===== config.mk =====
export PLATFORM = sky130hd
export DESIGN_NAME = ram_ctrl_flat
export DESIGN_NICKNAME = d
export VERILOG_FILES = /design/src/rtl/ram_ctrl_pkg.sv /design/src/rtl/ram_ctrl_if.sv /design/src/rtl/ram_array.sv /design/src/rtl/ram_ctrl.sv /design/src/flat_wrapper.sv
export SDC_FILE = /design/constraint.sdc
export NUM_CORES = 2
export LEC_CHECK = 0
export CAP_MARGIN = 20
export CORE_UTILIZATION = 40
export CTS_BUF_LIST = sky130_fd_sc_hd__clkbuf_8
export DETAILED_ROUTE_END_ITERATION = 10
export DONT_BUFFER_PORTS = 1
export GPL_TIMING_DRIVEN = 0
export SLEW_MARGIN = 20
export SYNTH_ARGS = -nofsm -noshare
export SYNTH_HDL_FRONTEND = slang
export SYNTH_SLANG_ARGS = --single-unit

===== constraint.sdc =====
create_clock -name clk -period 5.1 [get_ports clk]
set_input_delay 0.765 -clock clk [delete_from_list [all_inputs] [get_ports clk]]
set_output_delay 0.765 -clock clk [all_outputs]
set_load 0.005 [all_outputs]

===== src/rtl/ram_ctrl_pkg.sv =====
// ram_ctrl shared types: FSM encoding, access codes, default widths.
// Optional stats counters are enabled with RAM_CTRL_STATS_EN.
package ram_ctrl_pkg;

  localparam int ADDR_W_DEF = 12;
  localparam int DATA_W_DEF = 8;

  typedef enum logic {
    INIT  = 1'b0,
    SERVE = 1'b1
  } state_t;

  localparam logic MEM_WRITE = 1'b0;
  localparam logic MEM_READ  = 1'b1;

endpackage


===== src/rtl/ram_ctrl_if.sv =====
// CPU-to-RAM port bundle between the cpu (master) and ram_ctrl (slave).
// Widths follow the cpu address/data buses.
interface ram_ctrl_if
  import ram_ctrl_pkg::*;
#(
  parameter int ADDR_W = ADDR_W_DEF,
  parameter int DATA_W = DATA_W_DEF
) ();

  logic              ram_request;
  logic              mem_control;
  logic [ADDR_W-1:0] address;
  logic [DATA_W-1:0] ram_data_in;
  logic [DATA_W-1:0] ram_data_out;
  logic              read_valid;
  logic              addr_error;
  logic              ready;

  modport master (
    output ram_request,
    output mem_control,
    output address,
    output ram_data_in,
    input  ram_data_out,
    input  read_valid,
    input  addr_error,
    input  ready
  );

  modport slave (
    input  ram_request,
    input  mem_control,
    input  address,
    input  ram_data_in,
    output ram_data_out,
    output read_valid,
    output addr_error,
    output ready
  );

endinterface


===== src/rtl/ram_array.sv =====
// DEPTH x DATA_W single-port storage, synchronous write, registered read.
// Contents and read register are not reset; the controller clears them.
module ram_array #(
  parameter int DEPTH  = 256,
  parameter int DATA_W = 8,
  parameter int AW     = $clog2(DEPTH)
) (
  input  logic              clk,
  input  logic              we,
  input  logic              re,
  input  logic [AW-1:0]     addr,
  input  logic [DATA_W-1:0] wr_data,
  output logic [DATA_W-1:0] rd_data
);

  logic [DATA_W-1:0] mem [DEPTH];

  // one port: write or registered read at the addressed word
  always_ff @(posedge clk) begin
    if (we) mem[addr] <= wr_data;
    if (re) rd_data <= mem[addr];
  end

endmodule


===== src/rtl/ram_ctrl.sv =====
// Data-memory controller: clears the array after reset, then serves the cpu.
// Define RAM_CTRL_STATS_EN to add saturating rd_count/wr_count outputs.
module ram_ctrl
  import ram_ctrl_pkg::*;
#(
  parameter int ADDR_W = ADDR_W_DEF,
  parameter int DATA_W = DATA_W_DEF,
  parameter int DEPTH  = 256
) (
  input  logic        clk,
  input  logic        rst,
  ram_ctrl_if.slave   bus
`ifdef RAM_CTRL_STATS_EN
  ,
  output logic [15:0] rd_count,
  output logic [15:0] wr_count
`endif
);

  localparam int AW = $clog2(DEPTH);
  localparam logic [ADDR_W:0] LIMIT = (ADDR_W + 1)'(DEPTH);
  localparam logic [AW-1:0]   LAST  = AW'(DEPTH - 1);

  state_t state;
  state_t state_nx;

  logic [AW-1:0]     clr_ptr;
  logic              in_range;
  logic              acc;
  logic              rd_req;
  logic              wr_req;
  logic              rd_hit;
  logic              wr_hit;
  logic              zero_out;
  logic              read_valid;
  logic              addr_error;

  logic              we;
  logic              re;
  logic [AW-1:0]     arr_addr;
  logic [DATA_W-1:0] arr_wdata;
  logic [DATA_W-1:0] arr_q;

  // high address bits are never dropped: anything >= DEPTH is an error
  assign in_range = {1'b0, bus.address} < LIMIT;
  assign acc      = (state == SERVE) && bus.ram_request;
  assign rd_req   = acc && (bus.mem_control == MEM_READ);
  assign wr_req   = acc && (bus.mem_control == MEM_WRITE);
  assign rd_hit   = rd_req && in_range;
  assign wr_hit   = wr_req && in_range;

  // state register
  always_ff @(posedge clk) begin
    if (rst) state <= INIT;
    else     state <= state_nx;
  end

  // leave INIT on the edge that clears the last word
  always_comb begin
    state_nx = state;
    unique case (state)
      INIT:    if (clr_ptr == LAST) state_nx = SERVE;
      SERVE:   state_nx = SERVE;
      default: state_nx = INIT;
    endcase
  end

  // array port steering: clear writes in INIT, cpu accesses in SERVE
  always_comb begin
    we        = 1'b0;
    re        = 1'b0;
    arr_addr  = bus.address[AW-1:0];
    arr_wdata = bus.ram_data_in;
    unique case (state)
      INIT: begin
        we        = 1'b1;
        arr_addr  = clr_ptr;
        arr_wdata = '0;
      end
      SERVE: begin
        we = wr_hit;
        re = rd_hit;
      end
      default: ;
    endcase
  end

  // clear pointer walks the array once per INIT visit
  always_ff @(posedge clk) begin
    if (rst)                   clr_ptr <= '0;
    else if (state != INIT)    clr_ptr <= '0;
    else if (clr_ptr == LAST)  clr_ptr <= '0;
    else                       clr_ptr <= clr_ptr + 1'b1;
  end

  // one-cycle flags; zero_out masks the array register after reset
  // and after out-of-range reads, and holds across writes/idle
  always_ff @(posedge clk) begin
    if (rst) begin
      read_valid <= 1'b0;
      addr_error <= 1'b0;
      zero_out   <= 1'b1;
    end else begin
      read_valid <= rd_req;
      addr_error <= acc && !in_range;
      if (rd_req) zero_out <= !in_range;
    end
  end

  ram_array #(
    .DEPTH  (DEPTH),
    .DATA_W (DATA_W),
    .AW     (AW)
  ) u_array (
    .clk     (clk),
    .we      (we),
    .re      (re),
    .addr    (arr_addr),
    .wr_data (arr_wdata),
    .rd_data (arr_q)
  );

  assign bus.ram_data_out = zero_out ? '0 : arr_q;
  assign bus.read_valid   = read_valid;
  assign bus.addr_error   = addr_error;
  assign bus.ready        = (state == SERVE);

`ifdef RAM_CTRL_STATS_EN
  // saturating access counters, cleared whenever the array is being cleared
  always_ff @(posedge clk) begin
    if (rst || state == INIT) begin
      rd_count <= '0;
      wr_count <= '0;
    end else begin
      if (rd_hit && rd_count != 16'hFFFF) rd_count <= rd_count + 16'd1;
      if (wr_hit && wr_count != 16'hFFFF) wr_count <= wr_count + 16'd1;
    end
  end
`endif

endmodule

===== src/flat_wrapper.sv =====
// flat-port wrapper written by rule: the top's interface ports become plain ports
module ram_ctrl_flat import ram_ctrl_pkg::*;
#(
  parameter int ADDR_W = ADDR_W_DEF,
  parameter int DATA_W = DATA_W_DEF,
  parameter int DEPTH  = 256
)
  (clk, rst, bus_ram_request, bus_mem_control, bus_address, bus_ram_data_in, bus_ram_data_out, bus_read_valid, bus_addr_error, bus_ready);
  ram_ctrl_if #(.ADDR_W(ADDR_W), .DATA_W(DATA_W)) bus_i ();
  input  logic clk;
  input  logic rst;
  input wire logic [$bits(bus_i.ram_request)-1:0] bus_ram_request;
  input wire logic [$bits(bus_i.mem_control)-1:0] bus_mem_control;
  input wire logic [$bits(bus_i.address)-1:0] bus_address;
  input wire logic [$bits(bus_i.ram_data_in)-1:0] bus_ram_data_in;
  output wire logic [$bits(bus_i.ram_data_out)-1:0] bus_ram_data_out;
  output wire logic [$bits(bus_i.read_valid)-1:0] bus_read_valid;
  output wire logic [$bits(bus_i.addr_error)-1:0] bus_addr_error;
  output wire logic [$bits(bus_i.ready)-1:0] bus_ready;
  assign bus_i.ram_request = bus_ram_request;
  assign bus_i.mem_control = bus_mem_control;
  assign bus_i.address = bus_address;
  assign bus_i.ram_data_in = bus_ram_data_in;
  assign bus_ram_data_out = bus_i.ram_data_out;
  assign bus_read_valid = bus_i.read_valid;
  assign bus_addr_error = bus_i.addr_error;
  assign bus_ready = bus_i.ready;
  ram_ctrl #(.ADDR_W(ADDR_W), .DATA_W(DATA_W), .DEPTH(DEPTH)) u_core (.clk(clk), .rst(rst), .bus(bus_i));
endmodule

* Word-level counts from Yosys, hierarchy flattened
Memories as Yosys holds them, arrays and structs flattened. A register that Yosys moved wholly into a read port is not among the register bits. Cells that the tools add are included.
Word-level totals: bits in registers 12, RAM bits 2048, bits of input ports 24, output and inout bits 11, word-level logic and storage cells 28, memories kept 1
Operators by class: $add $sub $neg 1, magnitude comparators 1, equality and inequality tests 1, mux-type cells 9, bitwise gates (word level) 2, reduce and logical (&&, ||, !) cells 8
Memory list:
- u_core.u_array.mem | depth 256, bits a word 8, rd ports 1, clocked after Yosys merged registers in 1, wr ports 1, RTL line ram_array.sv:16 | logic [DATA_W-1:0] mem [DEPTH];
Operator list (count):
- two-way mux 8 bit | 3
- less-than comparator 12 x 9 -> 1 bit, second input constant | 1
- adder 8 x 1 -> 8 bit, second input constant | 1
- equality test 8 bit, second input constant | 1
- logical AND 1 bit | 6
- two-way mux 1 bit | 4
- one-hot mux 1 bit (2 select lines) | 2
- OR reduction 3 bit | 1
- inverter 1 bit | 2
- zero test 1 bit | 1

* Depth between registers and ports, before layout
depth in word-level cells 6, depth in mapped cells 12, gate-level depth less buffers 7

* Cells and area by module
From an unflattened synthesis, not the netlist that was laid out.
Unflattened totals: cell total of the unflattened synthesis 3624, area, all modules 79254.8 µm²
By module, submodules not included:
- ram_array | instances 1, cells each 3547, area an instance 78572.9 µm², sequential area each 61739.2 µm²
- ram_ctrl | instances 1, cells each 77, area an instance 681.9 µm², sequential area each 240.2 µm²

* Worst setup path after synthesis
Ideal clock, no wire load.
kind reg-to-reg, start register u_core.state, in the netlist u_core.bus.ready, end memory u_core.u_array.mem[0][0] (data pin), library setup time 0.867 ns, arrival 4.577 ns, required time 4.233 ns, setup slack -0.343 ns, cell stages (with the launch flop) 7, buffers on the path 5, clock period less this slack 5.443 ns, cell sequence dfxtp_1 > buf_6 > buf_4 > buf_2 > buf_1 > clkbuf_1 > and2_1
Between the ends: cells in the longest elaborated chain, start to end 1
Ends and longest elaborated chain:
- start: declaration | RTL line ram_ctrl.sv:24 | state_t state;
- start signal: assignment | RTL line ram_ctrl.sv:55 | else state <= state_nx;
- two-way mux 8 bit | RTL line ram_ctrl.sv:74 | unique case (state)
- net u_core.arr_wdata[0] | RTL line ram_ctrl.sv:41 | logic [DATA_W-1:0] arr_wdata;
- end: declaration | RTL line ram_array.sv:16
The timed path passes the listed nets, and every way through them passes these cells.

* Worst setup path in the final report
start register u_core.state, in the netlist u_core.bus.ready, end register u_core.u_array.rd_data[7], read port of u_core.u_array.mem (data pin)
Between the ends: cells in the longest elaborated chain, start to end 4, elaborated cells between the ends (all ways) 5, those cells by class mux: 2; reduce/logical: 3
Ends and longest elaborated chain:
- logical AND 1 bit | RTL line ram_ctrl.sv:46 | assign acc = (state == SERVE) && bus.ram_request;
- logical AND 1 bit | RTL line ram_ctrl.sv:47 | assign rd_req = acc && (bus.mem_control == MEM_READ);
- logical AND 1 bit | RTL line ram_ctrl.sv:49 | assign rd_hit = rd_req && in_range;
- two-way mux 1 bit | RTL line ram_ctrl.sv:74
- end: declaration | RTL line ram_array.sv:13 | output logic [DATA_W-1:0] rd_data
Several ways; a longest one is shown, not always the timed one. A chain may end at the register's enable or synchronous reset.

==> results.md <==
- The run finished, with violations left.
- The final reports fail on negative setup slack.
- Dividing the final minimum period by the clock period gives 1.02.
- In this run the worst setup path begins at u_core.bus.ready$_SDFF_PP0_.
- The placed cell area is 84000 um2.
- The count of fill cells added during filler insertion is 16848.
- The setup slack of the critical path after layout is -0.0786 ns.
- The clock latency of the later-clocked register in the worst-skew pair is 1.09 ns.
- The count of unresolved DRC violations after routing is 0.
- In this run the remaining antenna-violating nets after routing total 0.
- Setup repair after global routing could not meet its margin everywhere.
- Pin placement for this block handled 35 I/O pins.
- The reg-to-reg startpoint is u_core.bus.ready$_SDFF_PP0_.
- The synthesized netlist contains 48 unique library cells.
- The Yosys warning count is 0.
- The launch instance of the worst min-delay path is bus_ram_data_in[6].
- The startpoint kind of the worst setup timing path is a flip-flop.
- The kind of end point of the critical path is a flip-flop.
- Synthesis produced a netlist with a net count of 3808.
- The last weighted congestion value of the routability-driven placer is 1.03.
- The largest vdd supply drop is 287 uV.
- The worst register-to-register path has a depth of 11.
- The sequential share of power is 0.557.
- The total clock sinks is 2068.
- Summing over every cut layer, the via total after detailed routing is 41536.
- Relative to the synthesized area, the layout overhead comes to 13.2%.
- The most instantiated flip-flop cell in the synthesis netlist is edfxtp_1.
- Summed over all nets, the switching power comes to 7590 uW.
- The placeable core area is 197000 um2.
- The maximum number of pins on one net before global-route repair is 72.
- Of the total power, the clock network draws 0.389.
- Power comes to 33100 uW.
- Setup violations remaining at the end of the flow were counted as 38.
- Clock-pin slew was measured on the worst setup and hold paths at 0.06 ns.
- The final-stage net count is 4212.
- The setup skew after layout is 0.112 ns.
- Before antenna repair, the detailed router went through 7 iterations.
- The total count of max-transition violations in the final report is 0.
- Across the run, the number of max-cap violations was 0.
- The number of violations reported at the end of detailed-routing iteration 0 is 5838.
- The number of H-tree levels is 5.
- The most common library cell in the layout ignoring fill and taps is edfxtp_1.
- Port buffering added 0 buffers.
- The min-delay analysis places its worst path in the category in -> reg.
- The maximum buffer depth of the clock tree is 4.
- The floorplan has 163 rows.
- By startpoint and endpoint, the worst setup path is classified as reg -> reg.
- The initial core utilization is 0.403.
- In this run, CTS created clock tree buffers numbering 345.
- The CTS root buffer is clkbuf_8.
- In this run the mean area of a mapped cell was 21.0 um2.
- The initial antenna violation count is 6.
- Counting every instance in the synthesized netlist gives 3783.
- Timing analysis after detailed placement gives a worst setup slack of -0.562 ns.
- The highest clock rate is 193 MHz.
- The global-route wire length before repair is 312 mm.
- The cell area after layout is 90000 um2.
- The overall die height is 448 um.
- Counting I/O delays and the setup requirement, the final critical path takes 5.18 ns.
- The total congestion overflow after global routing is 0.
- The number of global-route vias before repair is 41291.
- The mapped netlist covers 79600 um2.
- The worst reg2reg path endpoint is u_core.u_array.rd_data[7]$_DFFE_PP_.
- Wires add up to 225 mm.
- The final hold violation count is 0.
- The data required time at the worst endpoint is 5.85 ns.
- The post-detailed-route wirelength per cell is 31.8 um.
- Of the total power, the share spent switching nets is 0.229.
- The fraction of final layout cells with drive strength greater than 1 is 0.240.
- The combinational group share of total power is 0.055.
- The most critical setup path has its endpoint at u_core.u_array.rd_data[7]$_DFFE_PP_.
- The actual transition at the worst max-transition pin is 1.22 ns.
- The placed wire-length estimate is 151 mm.
- The highest net fanout along the worst path is 10.
- The die is 448 um wide.
- In this run, synthesis inferred 2056 flip-flops with an integrated enable.
- The internal power consumption is 25500 uW.
- In the layout the commonest cells are edfxtp_1, mux4_2, clkbuf_8, nor2_1, a22oi_1.
- The sequential element share of the synthesized area is 0.779.
- The global-route total usage across every layer is 0.224.
- The number of vias per cell after detailed routing is 5.87.
- The full die area is 201000 um2.
- The normalized max-slew margin is 0.187.
- The critical path arrival is 5.93 ns.
- The register bit total from synthesis is 2068.
- The post-synthesis async set-or-reset flop share is 0.
- In this run the register-to-register setup slack is -0.08 ns.
- For this design the ratio of total power to cell area is 368 nW/um2.
- The leakage dissipation is 0.0289 uW.
- The TritonCTS clock tree is done.
[flip-flops by register name, indices dropped and copies added, names as in the netlist]
name,flops
u_core.clr_ptr,8
u_core.bus.ready,1
u_core.zero_out,1
u_core.u_array.mem,2048
u_core.u_array.rd_data,8
u_core.bus.addr_error,1
u_core.bus.read_valid,1
[worst min path at each step]
stage,to,slack (ns),cells past startpoint
2_1_floorplan,u_core.clr_ptr[0]$_SDFF_PP0_,0.45,1
3_3_place_gp,u_core.clr_ptr[0]$_SDFF_PP0_,0.48,1
3_5_place_dp,u_core.clr_ptr[0]$_SDFF_PP0_,0.49,1
4_1_cts,u_core.u_array.mem[38][6]$_DFFE_PP_,0.03,1
5_1_grt,u_core.u_array.mem[38][6]$_DFFE_PP_,0.06,1
6_report,u_core.u_array.mem[38][6]$_DFFE_PP_,0.12,1
[kinds of logic (layout without fill, tap and decap cells)]
| family | count (synthesis) | count (layout) | share of synthesized area |
|---|---|---|---|
| AO/OA/AOI/OAI | 382 | 382 | 0.0367 |
| multiplexers | 598 | 598 | 0.143 |
| buffers and inverters | 221 | 860 | 0.0128 |
| other | 0 | 10 | 0 |
| AND/OR/NAND/NOR | 507 | 507 | 0.0274 |
| flip-flops | 2068 | 2068 | 0.779 |
| adder cells (fa/ha/maj) | 1 | 1 | 0.000157 |
| XOR/XNOR | 6 | 6 | 0.000661 |
[through the flow]
stage               setup TNS [ns]  hold slack (ns)  instances   util
CTS                         -0.280           0.0252       7058  0.456
finish                       -1.16            0.120       7072  0.456
global route                 -2.18           0.0596       7063  0.456
detailed placement         -266.21            0.489       6470  0.425
global placement          -3825.92            0.479       6423  0.420
floorplan                        0            0.449       3783      -
[layer usage]
| metal | GRT usage | wire, um | vias up |
|---|---|---|---|
| met3 | 0.0495 | 20200 | 404 |
| li1 | - | - | 16746 |
| met5 | 0 | 0 | - |
| met2 | 0.358 | 109000 | 2305 |
| met4 | 0.0840 | 8450 | 0 |
| met1 | 0.300 | 88000 | 22081 |
[critical path, cell delays in order, from the launching register on]
cell	delay (ns)
dfxtp_1	0.45
buf_6	0.18
mux2_2	0.15
buf_2	0.28
clkbuf_2	0.58
clkbuf_1	0.72
mux4_2	0.44
a22oi_1	0.23
nand4_1	0.32
o21ai_0	0.66
o221ai_1	0.40
a2111o_1	0.44
[area by class of cell]
type                    count  area [um2]  area share
diodes                     10        25.0    0.000278
inverters                   4        15.0    0.000167
flip-flops and latches   2068       62000       0.688
plain buffers             217        1060      0.0118
clock buffers             352        4840      0.0538
multi-input cells        1494       16800       0.186
repair buffers             57        1120      0.0124
well taps                2640        3300      0.0367
clock inverters           230         951      0.0106
[what timing repair did]
| action | 4_1_cts | 5_1_grt |
|---|---|---|
| buffers inserted | 0 | 0 |
| resized for setup | 64 | 9 |
| setup endpoints to repair | 749 | 89 |
| hold buffers | 6 | 0 |
| hold endpoints to repair | 4 | 0 |
| pin swaps | 0 | 0 |
| gates cloned | 0 | 0 |
[cell usage after synthesis (11+ instances only)]
library cell	count	area [um2]
buf_2	57	285
a221oi_1	80	701
buf_4	26	195
buf_1	11	41.3
nor2_1	281	1050
a22oi_1	200	1500
dfxtp_1	12	240
o21ai_0	16	80.1
edfxtp_1	2056	61700
mux4_2	432	9730
nand4_1	32	200
a21oi_1	32	160
mux2i_1	162	1620
clkbuf_1	120	450
nand2_1	131	492
[power by group through the flow]
stage | clock (uW) | combinational [uW] | sequential [uW]
final | 12900 | 1810 | 18400
after CTS | 13000 | 1810 | 18400
after detailed placement | 0 | 1800 | 18800
after floorplan | 0 | 1080 | 18800
after global routing | 13700 | 1860 | 18400
after global placement | 0 | 1780 | 18800
Power figures use the tool's default switching activity.
